--- config.mk ---
export PLATFORM = sky130hd
export DESIGN_NAME = sha3_digest_streamer_flat
export DESIGN_NICKNAME = d
export VERILOG_FILES = /design/src/rtl/sha3_digest_streamer_if.sv /design/src/rtl/sha3_digest_streamer.sv /design/src/flat_wrapper.sv
export SDC_FILE = /design/constraint.sdc
export NUM_CORES = 2
export LEC_CHECK = 0
export ABC_AREA = 1
export CAP_MARGIN = 10
export CORE_AREA = 8 8 658 660
export CTS_CLUSTER_DIAMETER = 150
export CTS_CLUSTER_SIZE = 16
export DETAILED_ROUTE_END_ITERATION = 16
export DIE_AREA = 0 0 666 668
export PLACE_DENSITY_LB_ADDON = 0.2
export SLEW_MARGIN = 20
export SYNTH_ARGS = -nofsm -noshare
export SYNTH_HDL_FRONTEND = slang
export SYNTH_SLANG_ARGS = --single-unit
--- constraint.sdc ---
create_clock -name ACLK -period 38.7 [get_ports ACLK]
set_input_delay 7.74 -clock ACLK [delete_from_list [all_inputs] [get_ports ACLK]]
set_output_delay 7.74 -clock ACLK [all_outputs]
set_load 0.01 [all_outputs]
--- src/rtl/sha3_digest_streamer_if.sv ---
// sha3_digest_streamer_if
//   AXI4-Stream bus carrying the digest bytes out of sha3_digest_streamer.
//   Signals:
//     TDATA   DATA_WIDTH      beat data
//     TKEEP   DATA_WIDTH/8    byte enables
//     TVALID  1               beat valid
//     TREADY  1               downstream ready
//     TLAST   1               final beat of the digest
//   Modports: master (streamer side), slave (sink side).
interface sha3_digest_streamer_if #(
    parameter int unsigned DATA_WIDTH = 64
);
    logic [DATA_WIDTH-1:0]   TDATA;
    logic [DATA_WIDTH/8-1:0] TKEEP;
    logic                    TVALID;
    logic                    TREADY;
    logic                    TLAST;

    modport master (
        output TDATA,
        output TKEEP,
        output TVALID,
        output TLAST,
        input  TREADY
    );

    modport slave (
        input  TDATA,
        input  TKEEP,
        input  TVALID,
        input  TLAST,
        output TREADY
    );
endinterface

--- src/rtl/sha3_digest_streamer.sv ---
// sha3_digest_streamer
//   AXI4-Stream output stage for the SHA-3/SHAKE core. Captures a 1600-bit
//   Keccak state and serialises the digest in FIPS 202 byte order as
//   DATA_WIDTH-bit beats. SHAKE outputs longer than one rate block request
//   further squeeze permutations through squeeze_req.
//
//   Parameters:
//     DATA_WIDTH  beat width in bits (8, 16, 32, 64)
//     LEN_WIDTH   width of out_len and of the remaining-byte counter
//   Ports:
//     ACLK, ARESETN   clock, asynchronous active-low reset
//     state_in        Keccak state, state_in[x][y] = lane A[x,y]
//     state_valid     state_in valid
//     state_ready     block accepts state_in (IDLE and WAIT_SQZ)
//     TUSER           mode, sampled on accept from IDLE
//     out_len         SHAKE output length in bytes, sampled on accept from IDLE
//     squeeze_req     one-cycle request for the next permuted state
//     M_AXIS          AXI4-Stream master (TDATA/TKEEP/TVALID/TREADY/TLAST)
//
//   Build option: define SHA3_STREAM_BSWAP_EN to byte-reverse each beat
//   (first byte in the most-significant lane, TKEEP left-aligned).
module sha3_digest_streamer #(
    parameter int unsigned DATA_WIDTH = 64,
    parameter int unsigned LEN_WIDTH  = 16
) (
    input  logic                   ACLK,
    input  logic                   ARESETN,
    input  logic [4:0][4:0][63:0]  state_in,
    input  logic                   state_valid,
    output logic                   state_ready,
    input  logic [2:0]             TUSER,
    input  logic [LEN_WIDTH-1:0]   out_len,
    output logic                   squeeze_req,
    sha3_digest_streamer_if.master M_AXIS
);

    localparam int unsigned          NB     = DATA_WIDTH / 8;
    localparam logic [LEN_WIDTH-1:0] NB_LEN = LEN_WIDTH'(NB);
    localparam logic [7:0]           NB_PTR = 8'(NB);

    typedef enum logic [1:0] {
        IDLE,
        STREAM,
        WAIT_SQZ
    } state_t;

    state_t                 r_fsm;
    state_t                 w_fsm_next;

    logic [1599:0]          r_state;
    logic [2:0]             r_mode;
    logic [7:0]             r_byte_ptr;
    logic [LEN_WIDTH-1:0]   r_remaining;
    logic                   r_state_ready;
    logic                   r_sqz;

    logic [1599:0]          w_state_flat;
    logic [2:0]             w_mode_in;
    logic [LEN_WIDTH-1:0]   w_load_rem;
    logic                   w_load_empty;
    logic                   w_accept;
    logic                   w_streaming;
    logic                   w_hs;
    logic                   w_last;
    logic                   w_is_shake;
    logic [7:0]             w_rate;
    logic [7:0]             w_ptr_next;
    logic [LEN_WIDTH-1:0]   w_bytes_this;
    logic [DATA_WIDTH-1:0]  w_window;
    logic [DATA_WIDTH-1:0]  w_data;
    logic [NB-1:0]          w_keep;

    // Lane k = x + 5y occupies bits [64k+63:64k], so byte n of the flat
    // vector is FIPS 202 state byte n.
    always_comb begin
        w_state_flat = '0;
        for (int unsigned y = 0; y < 5; y++) begin
            for (int unsigned x = 0; x < 5; x++) begin
                w_state_flat[64*(x+5*y) +: 64] = state_in[x][y];
            end
        end
    end

    // Mode 7 behaves as SHA3-256.
    assign w_mode_in = (TUSER == 3'd7) ? 3'd1 : TUSER;

    always_comb begin
        case (w_mode_in)
            3'd0:    w_load_rem = LEN_WIDTH'(28);
            3'd1:    w_load_rem = LEN_WIDTH'(32);
            3'd2:    w_load_rem = LEN_WIDTH'(48);
            3'd3:    w_load_rem = LEN_WIDTH'(64);
            3'd4,
            3'd5:    w_load_rem = out_len;
            default: w_load_rem = LEN_WIDTH'(200);
        endcase
    end

    assign w_load_empty = ((w_mode_in == 3'd4) || (w_mode_in == 3'd5)) && (out_len == '0);

    // state_ready is only ever high in IDLE or WAIT_SQZ.
    assign w_accept     = state_valid && r_state_ready;
    assign w_streaming  = (r_fsm == STREAM);
    assign w_hs         = w_streaming && M_AXIS.TREADY;
    assign w_last       = (r_remaining <= NB_LEN);
    assign w_bytes_this = (r_remaining < NB_LEN) ? r_remaining : NB_LEN;
    assign w_is_shake   = (r_mode == 3'd4) || (r_mode == 3'd5);
    assign w_rate       = (r_mode == 3'd4) ? 8'd168 : 8'd136;
    assign w_ptr_next   = r_byte_ptr + NB_PTR;

    always_ff @(posedge ACLK or negedge ARESETN) begin
        if (!ARESETN) begin
            r_fsm <= IDLE;
        end else begin
            r_fsm <= w_fsm_next;
        end
    end

    always_comb begin
        w_fsm_next    = r_fsm;
        M_AXIS.TVALID = 1'b0;
        case (r_fsm)
            IDLE: begin
                if (w_accept && !w_load_empty) begin
                    w_fsm_next = STREAM;
                end
            end
            STREAM: begin
                M_AXIS.TVALID = 1'b1;
                if (w_hs) begin
                    if (w_last) begin
                        w_fsm_next = IDLE;
                    end else if (w_is_shake && (w_ptr_next == w_rate)) begin
                        w_fsm_next = WAIT_SQZ;
                    end
                end
            end
            WAIT_SQZ: begin
                if (w_accept) begin
                    w_fsm_next = STREAM;
                end
            end
            default: w_fsm_next = IDLE;
        endcase
    end

    // state_ready and squeeze_req are registered so both read 0 in reset;
    // ready drops for the cycle after any accept, even one that stays in IDLE.
    always_ff @(posedge ACLK or negedge ARESETN) begin
        if (!ARESETN) begin
            r_state_ready <= 1'b0;
            r_sqz         <= 1'b0;
            r_mode        <= '0;
            r_byte_ptr    <= '0;
            r_remaining   <= '0;
        end else begin
            r_state_ready <= ((w_fsm_next == IDLE) || (w_fsm_next == WAIT_SQZ)) && !w_accept;
            r_sqz         <= (w_fsm_next == WAIT_SQZ) && (r_fsm != WAIT_SQZ);
            if ((r_fsm == IDLE) && w_accept) begin
                r_mode      <= w_mode_in;
                r_byte_ptr  <= '0;
                r_remaining <= w_load_rem;
            end else if ((r_fsm == WAIT_SQZ) && w_accept) begin
                r_byte_ptr  <= '0;
            end else if (w_hs) begin
                r_remaining <= r_remaining - w_bytes_this;
                r_byte_ptr  <= w_ptr_next;
            end
        end
    end

    always_ff @(posedge ACLK) begin
        if (w_accept) begin
            r_state <= w_state_flat;
        end
    end

    assign w_window = DATA_WIDTH'(r_state >> {r_byte_ptr, 3'b000});

    always_comb begin
        w_data = '0;
        w_keep = '0;
        for (int unsigned i = 0; i < NB; i++) begin
            if (LEN_WIDTH'(i) < w_bytes_this) begin
`ifdef SHA3_STREAM_BSWAP_EN
                w_data[8*(NB-1-i) +: 8] = w_window[8*i +: 8];
                w_keep[NB-1-i]          = 1'b1;
`else
                w_data[8*i +: 8]        = w_window[8*i +: 8];
                w_keep[i]               = 1'b1;
`endif
            end
        end
    end

    assign M_AXIS.TDATA = w_streaming ? w_data : '0;
    assign M_AXIS.TKEEP = w_streaming ? w_keep : '0;
    assign M_AXIS.TLAST = w_streaming && w_last;
    assign state_ready  = r_state_ready;
    assign squeeze_req  = r_sqz;

endmodule

--- src/flat_wrapper.sv ---
// flat-port wrapper written by rule: the top's interface ports become plain ports
module sha3_digest_streamer_flat 
#(
    parameter int unsigned DATA_WIDTH = 64,
    parameter int unsigned LEN_WIDTH  = 16
)
  (ACLK, ARESETN, state_in, state_valid, state_ready, TUSER, out_len, squeeze_req, M_AXIS_TDATA, M_AXIS_TKEEP, M_AXIS_TVALID, M_AXIS_TLAST, M_AXIS_TREADY);
  sha3_digest_streamer_if #(.DATA_WIDTH(DATA_WIDTH)) M_AXIS_i ();
  input  logic ACLK;
  input  logic ARESETN;
  input  logic [4:0][4:0][63:0] state_in;
  input  logic state_valid;
  output logic state_ready;
  input  logic [2:0] TUSER;
  input  logic [LEN_WIDTH-1:0] out_len;
  output logic squeeze_req;
  output wire logic [$bits(M_AXIS_i.TDATA)-1:0] M_AXIS_TDATA;
  output wire logic [$bits(M_AXIS_i.TKEEP)-1:0] M_AXIS_TKEEP;
  output wire logic [$bits(M_AXIS_i.TVALID)-1:0] M_AXIS_TVALID;
  output wire logic [$bits(M_AXIS_i.TLAST)-1:0] M_AXIS_TLAST;
  input wire logic [$bits(M_AXIS_i.TREADY)-1:0] M_AXIS_TREADY;
  assign M_AXIS_TDATA = M_AXIS_i.TDATA;
  assign M_AXIS_TKEEP = M_AXIS_i.TKEEP;
  assign M_AXIS_TVALID = M_AXIS_i.TVALID;
  assign M_AXIS_TLAST = M_AXIS_i.TLAST;
  assign M_AXIS_i.TREADY = M_AXIS_TREADY;
  sha3_digest_streamer #(.DATA_WIDTH(DATA_WIDTH), .LEN_WIDTH(LEN_WIDTH)) u_core (.ACLK(ACLK), .ARESETN(ARESETN), .state_in(state_in), .state_valid(state_valid), .state_ready(state_ready), .TUSER(TUSER), .out_len(out_len), .squeeze_req(squeeze_req), .M_AXIS(M_AXIS_i));
endmodule
**After elaboration in Yosys (flattened, before gate mapping)**

Cells that the tools add are included.

- Bits in registers: 1,631
- Bits in latches: 0
- RAM bits: 0
- Bits in read-only memories: 0
- Input bits: 1,623
- Output and inout port bits: 76
- Logic and storage cells: 92
- Memories kept: 0

- Add/sub/neg operators: 2
- Multiply operators: 0
- Div/mod/pow operators: 0
- Magnitude comparators: 10
- Equal/unequal tests: 14
- Shift operators: 1
- Muxes and demuxes: 35
- Bitwise logic cells: 0
- Reduce and logical (&&, ||, !) cells: 23

Operators with widths:

| cell | number |
|---|---|
| 1600-bit by 11-bit >> shifter with 64-bit output | 1 |
| 8-bit two-way mux | 12 |
| 16-bit case mux with 5 select lines | 1 |
| 3-bit by 16-bit < comparator with 1-bit output, first input constant | 4 |
| 16-bit two-way mux | 4 |
| 64-bit two-way mux | 1 |
| 1-bit by 16-bit < comparator with 1-bit output, first input constant | 2 |
| 2-bit by 16-bit < comparator with 1-bit output, first input constant | 2 |
| 16-bit by 4-bit <= comparator with 1-bit output, second input constant | 1 |
| 16-bit zero test | 1 |
| 16-bit by 4-bit < comparator with 1-bit output, second input constant | 1 |
| 16-bit subtractor | 1 |
| 3-bit equality test, second input constant | 5 |
| 1-bit logical AND | 10 |
| 2-bit two-way mux | 5 |
| 1-bit two-way mux | 9 |
| 8-bit by 4-bit adder with 8-bit output, second input constant | 1 |
| 8-bit equality test | 1 |
| 3-bit by 2-bit equality test with 1-bit output, second input constant | 2 |
| 6-bit two-way mux | 1 |
| 2-bit case mux with 3 select lines | 1 |
| 2-bit equality test, second input constant | 2 |
| 2-bit zero test | 2 |
| 3-bit by 1-bit equality test with 1-bit output, second input constant | 1 |
| other kinds (11) | 14 |

**Longest topological paths before layout**

- Depth in word-level cells: 12
- Gate-level depth with buffers: 15
- Depth with buffers taken out: 14

**Worst setup path after synthesis**

Ideal clock, no wire load.

- Kind: input to register
- Start point: in state_valid
- End point: reg u_core.r_state[0], enable pin
- Library setup time: 1.936 ns
- Arrival: 38.730 ns
- Required time: 36.764 ns
- Setup slack: -1.966 ns
- Stages on the path: 2
- Path buffers: 0
- Path through: nand2_1 > inv_1

- Cells in the longest elaborated chain, start to end: 1

RTL lines:

| what | line | text |
|---|---|---|
| from (decl) | flat_wrapper.sv:12 | `input logic state_valid;` |
| 1-bit logical AND | sha3_digest_streamer.sv:102 | `assign w_accept = state_valid && r_state_ready;` |
| via u_core.w_accept | sha3_digest_streamer.sv:61 | `logic w_accept;` |
| to (signal assigned) | sha3_digest_streamer.sv:174 | `r_state <= w_state_flat;` |
| to (decl) | sha3_digest_streamer.sv:50 | `logic [1599:0] r_state;` |

The timed path passes the listed nets, and every way through them passes these cells.
A chain may end at the register's enable or synchronous reset.

**Final worst setup path**

- Start point: reg u_core.r_byte_ptr[3]
- End point: out M_AXIS_TDATA[39]

- Cells in the longest elaborated chain, start to end: 3

RTL lines:

| what | line | text |
|---|---|---|
| from (decl) | sha3_digest_streamer.sv:52 | `logic [7:0] r_byte_ptr;` |
| from (signal assigned) | sha3_digest_streamer.sv:167 | `r_byte_ptr <= w_ptr_next;` |
| 1600-bit by 11-bit >> shifter with 64-bit output | sha3_digest_streamer.sv:178 | `assign w_window = DATA_WIDTH'(r_state >> {r_byte_ptr, 3'b000});` |
| 8-bit two-way mux | sha3_digest_streamer.sv:184 | `if (LEN_WIDTH'(i) < w_bytes_this) begin` |
| 64-bit two-way mux | sha3_digest_streamer.sv:196 | `assign M_AXIS.TDATA = w_streaming ? w_data : '0;` |
| to (decl) | flat_wrapper.sv:17 | `output wire logic [$bits(M_AXIS_i.TDATA)-1:0] M_AXIS_TDATA;` |

Every way passes these cells.

==> reports/results.ini <==
[worst_setup_path]
critical_path.max_fanout = 80
slowest_delay_ps = 820
timing.reg2reg.worst_path_depth = 9
worst_r2r_setup_slack_ps = 32420
cp.depth = 13
path_buf_inv = 7
timing.critical_path.from = u_core.r_byte_ptr[3]$_DFFE_PN0N_
worst_path_arrival_time_ps = 6740
crit_path_top_delay_cell = sky130_fd_sc_hd__buf_4
cp-end-kind = primary output
worstSetupStartpointType = flip-flop
timing_worst_setup_path_type = flip-flop to primary output
timing.rr.end = u_core.r_state[878]$_DFFE_PP_
reg2reg_from = u_core.state_ready$_DFF_PN0_
crit_path_max_delay_family = buffers and inverters
critPathCapture = M_AXIS_TDATA[39]
timing.critical_path.required_ps = 30960
critical-path-top-cell-by-count = sky130_fd_sc_hd__buf_4
crit_chain = inv_8 -> buf_4 -> buf_4 -> buf_4 -> buf_4 -> o21ai_0 -> o22ai_1 -> buf_4 -> nand2_1 -> nand3_1 -> nor2_1 -> nor2_1 -> clkdlybuf4s50_1

[sta]
timing.clock.skew_ps = 36.92
slew_viol_final = 0
slew-limit-headroom = 0.2671
final_period_minus_worst_setup_slack_ps = 14480
setup_repair_after_global_routing_missed_its_margin = no
setup-violations-final = 0
finalHoldViolations = 0
maximum_achievable_frequency_mhz = 69.04
fin_tns_setup_ps = 0
finalCritPeriodShare = 0.3743
worst_pin_slew_ps = 1088

[placed_design]
number_of_buffers_added_on_ports = 1698
hpwl_mm = 328.9
post_dp_area_um2 = 86640
place.gp.congestion = 0.8777

[power_and_ir_drop]
vdd_drop_max_mv = 0.04069
post-layout-total-power_mw = 6.190
power.density_nw_per_um2 = 68.72
p_leak_nw = 28.57

[synth]
yosys-top-cells-count = sky130_fd_sc_hd__edfxtp_1, sky130_fd_sc_hd__nor2_1, sky130_fd_sc_hd__o21ai_0
post-synth-top-count-cell = sky130_fd_sc_hd__edfxtp_1
synth_top_area_share = 0.7607
synth_edf_count = 1600
synth_area_um2 = 63160
netlist_top_cells_area = sky130_fd_sc_hd__edfxtp_1, sky130_fd_sc_hd__o21ai_0, sky130_fd_sc_hd__nor2_1
ys_seq_elements = 1628
mean_post_synth_cell_area_um2 = 13.52
yosysWarnings = 0
asyncSetResetFlopFracSynth = 0.01720
synth_sequential_area_ratio = 0.7718
synthesized_instance_count = 4671
yosysUniqueCellTypes = 43
synth_flop_cell = sky130_fd_sc_hd__edfxtp_1
synth_top_cell_by_area = sky130_fd_sc_hd__edfxtp_1
syn_nets = 6296

[floorplanning]
fp.dieH_um = 668
floorplan.initialDensity = 0.1496
fp.coreArea_um2 = 422200
die_area_um2 = 444900
die-width_um = 666
rows = 239
top_level_ports = 1699

[cts]
cts.htree.levels = 3
ctsRootBufferMaster = sky130_fd_sc_hd__clkbuf_16
cts_buffer_depth = 4
tritoncts = yes
worstSkewPairLatency_ps = 890
clkTransAtPathRegs_ps = 80
hold_buffers = 0
clock-sinks = 1628
cts_inserted_buffers = 120
post_cts_resized = 0
postCtsSetupRepairBufs = 0

[global_route]
grt_max_degree = 162
gr-total-overflow = 0
antenna_violations_before_repair = 317
groute.usage.overall = 0.1769
global_route_wire_length_before_repair_mm = 524.6
number_of_global_route_vias_before_repair = 49310

[route]
route.final.wire_length_mm = 415.6
wire_per_inst_um = 34.54
detailroute.via_count = 48770
antenna_violating_nets_post_route = 0
drt_first_pass_iters = 6
drcViolationCount = 0
detailedRoute.firstIterationViolations = 4740
via_per_inst = 4.054

[cells_and_area]
sequential_cell_area_um2 = 48760
final_net_count = 7894
multi_input_comb_area_um2 = 12870
drive_above_1_share = 0.04164
area_growth_pct = 42.60
fin_area_um2 = 90070
fillerInstances = 45370

[min_path]
hold_removal_path_class = flip-flop to flip-flop

[run_status]
outcome = complete, no violations

[flow_run]
cap_viol_max_count = 0

how the worst min path moves through the flow:
stage	start	end	slack [ps]	cells past startpoint
after detailed placement	u_core.r_mode[1]$_DFFE_PN0P_	u_core.r_mode[1]$_DFFE_PN0P_	490	2
after global routing	u_core.r_mode[1]$_DFFE_PN0P_	u_core.r_mode[1]$_DFFE_PN0P_	550	2
after global placement	u_core.r_mode[1]$_DFFE_PN0P_	u_core.r_mode[1]$_DFFE_PN0P_	490	2
after CTS	u_core.r_mode[1]$_DFFE_PN0P_	u_core.r_mode[1]$_DFFE_PN0P_	510	2
final	u_core.r_mode[1]$_DFFE_PN0P_	u_core.r_mode[1]$_DFFE_PN0P_	520	2
after floorplan	u_core.r_mode[1]$_DFFE_PN0P_	u_core.r_mode[1]$_DFFE_PN0P_	440	2
final cells by class:
cell class	count	area share
well taps	5663	0.07867
clock buffers	131	0.03427
inverters	52	0.002653
diodes	76	0.002111
multi-input cells	2681	0.1429
clock inverters	14	0.001486
flip-flops and latches	1628	0.5414
repair buffers	1786	0.1965
flip-flops by register name, summed over array words and instances, names as in the netlist:
register and count:
u_core.state_ready 1, u_core.r_fsm 2, u_core.squeeze_req 1, u_core.r_state 1600, u_core.r_remaining 16, u_core.r_byte_ptr 5, u_core.r_mode 3
logic make-up (layout without fill, tap and decap cells):
family | count (synthesis) | count (layout) | synth area share
compound gates | 1245 | 1245 | 0.1102
xor+xnor | 7 | 7 | 0.0009707
fa+ha+maj | 2 | 2 | 0.0003961
buf+inv | 362 | 1983 | 0.02555
flops | 1628 | 1628 | 0.7718
other cells | 1 | 77 | 0.00005937
simple gates | 1426 | 1426 | 0.09102
metrics by stage:
step	hold WS (ps)	std cells	utilization	setup WS, ps
after floorplan	442.2	4671	-	6375
after global placement	491.2	11810	0.2052	24430
after detailed placement	485.8	11810	0.2052	24250
after CTS	513.4	11950	0.2128	23770
after global routing	552.4	11970	0.2130	23670
final	516.8	12030	0.2133	24220
power by group:
part | internal (mW) | leakage (nW) | switching [mW]
clock network | 0.566 | 1.58 | 0.674
registers | 2.29 | 14.9 | 0.139
logic | 0.718 | 12.1 | 1.80
total | 3.57 | 28.6 | 2.62
cell usage in the layout, fill, tap and decap left out, types with 3 or more instances in the layout:
master / instances
sky130_fd_sc_hd__nor2_1: 785
sky130_fd_sc_hd__nor3_1: 4
sky130_fd_sc_hd__clkinv_1: 4
sky130_fd_sc_hd__a31oi_1: 61
sky130_fd_sc_hd__diode_2: 76
sky130_fd_sc_hd__nand2_2: 4
sky130_fd_sc_hd__edfxtp_1: 1600
sky130_fd_sc_hd__buf_12: 4
sky130_fd_sc_hd__xor2_1: 7
sky130_fd_sc_hd__nor2_2: 5
sky130_fd_sc_hd__dfrtp_1: 24
sky130_fd_sc_hd__dfrtp_4: 4
sky130_fd_sc_hd__nand2_1: 382
sky130_fd_sc_hd__o21ai_0: 599
sky130_fd_sc_hd__o221ai_1: 10
sky130_fd_sc_hd__clkbuf_16: 122
sky130_fd_sc_hd__o211ai_1: 4
sky130_fd_sc_hd__inv_2: 3
sky130_fd_sc_hd__nand2_4: 3
sky130_fd_sc_hd__buf_4: 84
sky130_fd_sc_hd__clkdlybuf4s50_1: 1697
sky130_fd_sc_hd__nor2_4: 5
sky130_fd_sc_hd__inv_8: 6
sky130_fd_sc_hd__a21oi_1: 15
sky130_fd_sc_hd__o21ai_1: 114
sky130_fd_sc_hd__nand3_1: 222
sky130_fd_sc_hd__clkbuf_1: 9
sky130_fd_sc_hd__o22ai_1: 433
sky130_fd_sc_hd__inv_6: 6
sky130_fd_sc_hd__inv_1: 41
sky130_fd_sc_hd__nand4_1: 5
sky130_fd_sc_hd__nor4_1: 5
tightest hold or removal path, cell delays in order, from the launching register on:
cell	delay (ps)
sky130_fd_sc_hd__dfrtp_1	380
sky130_fd_sc_hd__nand2_1	60
sky130_fd_sc_hd__nand2_1	50
per-layer routing:
layer	vias to the layer above	wire length (um)	GRT usage
met1	25010	165600	0.2127
met3	621	28840	0.04614
met2	2330	211900	0.3194
li1	20680	-	-
met4	132	8280	0.03081
met5	-	848	0
Power figures use the tool's default switching activity.
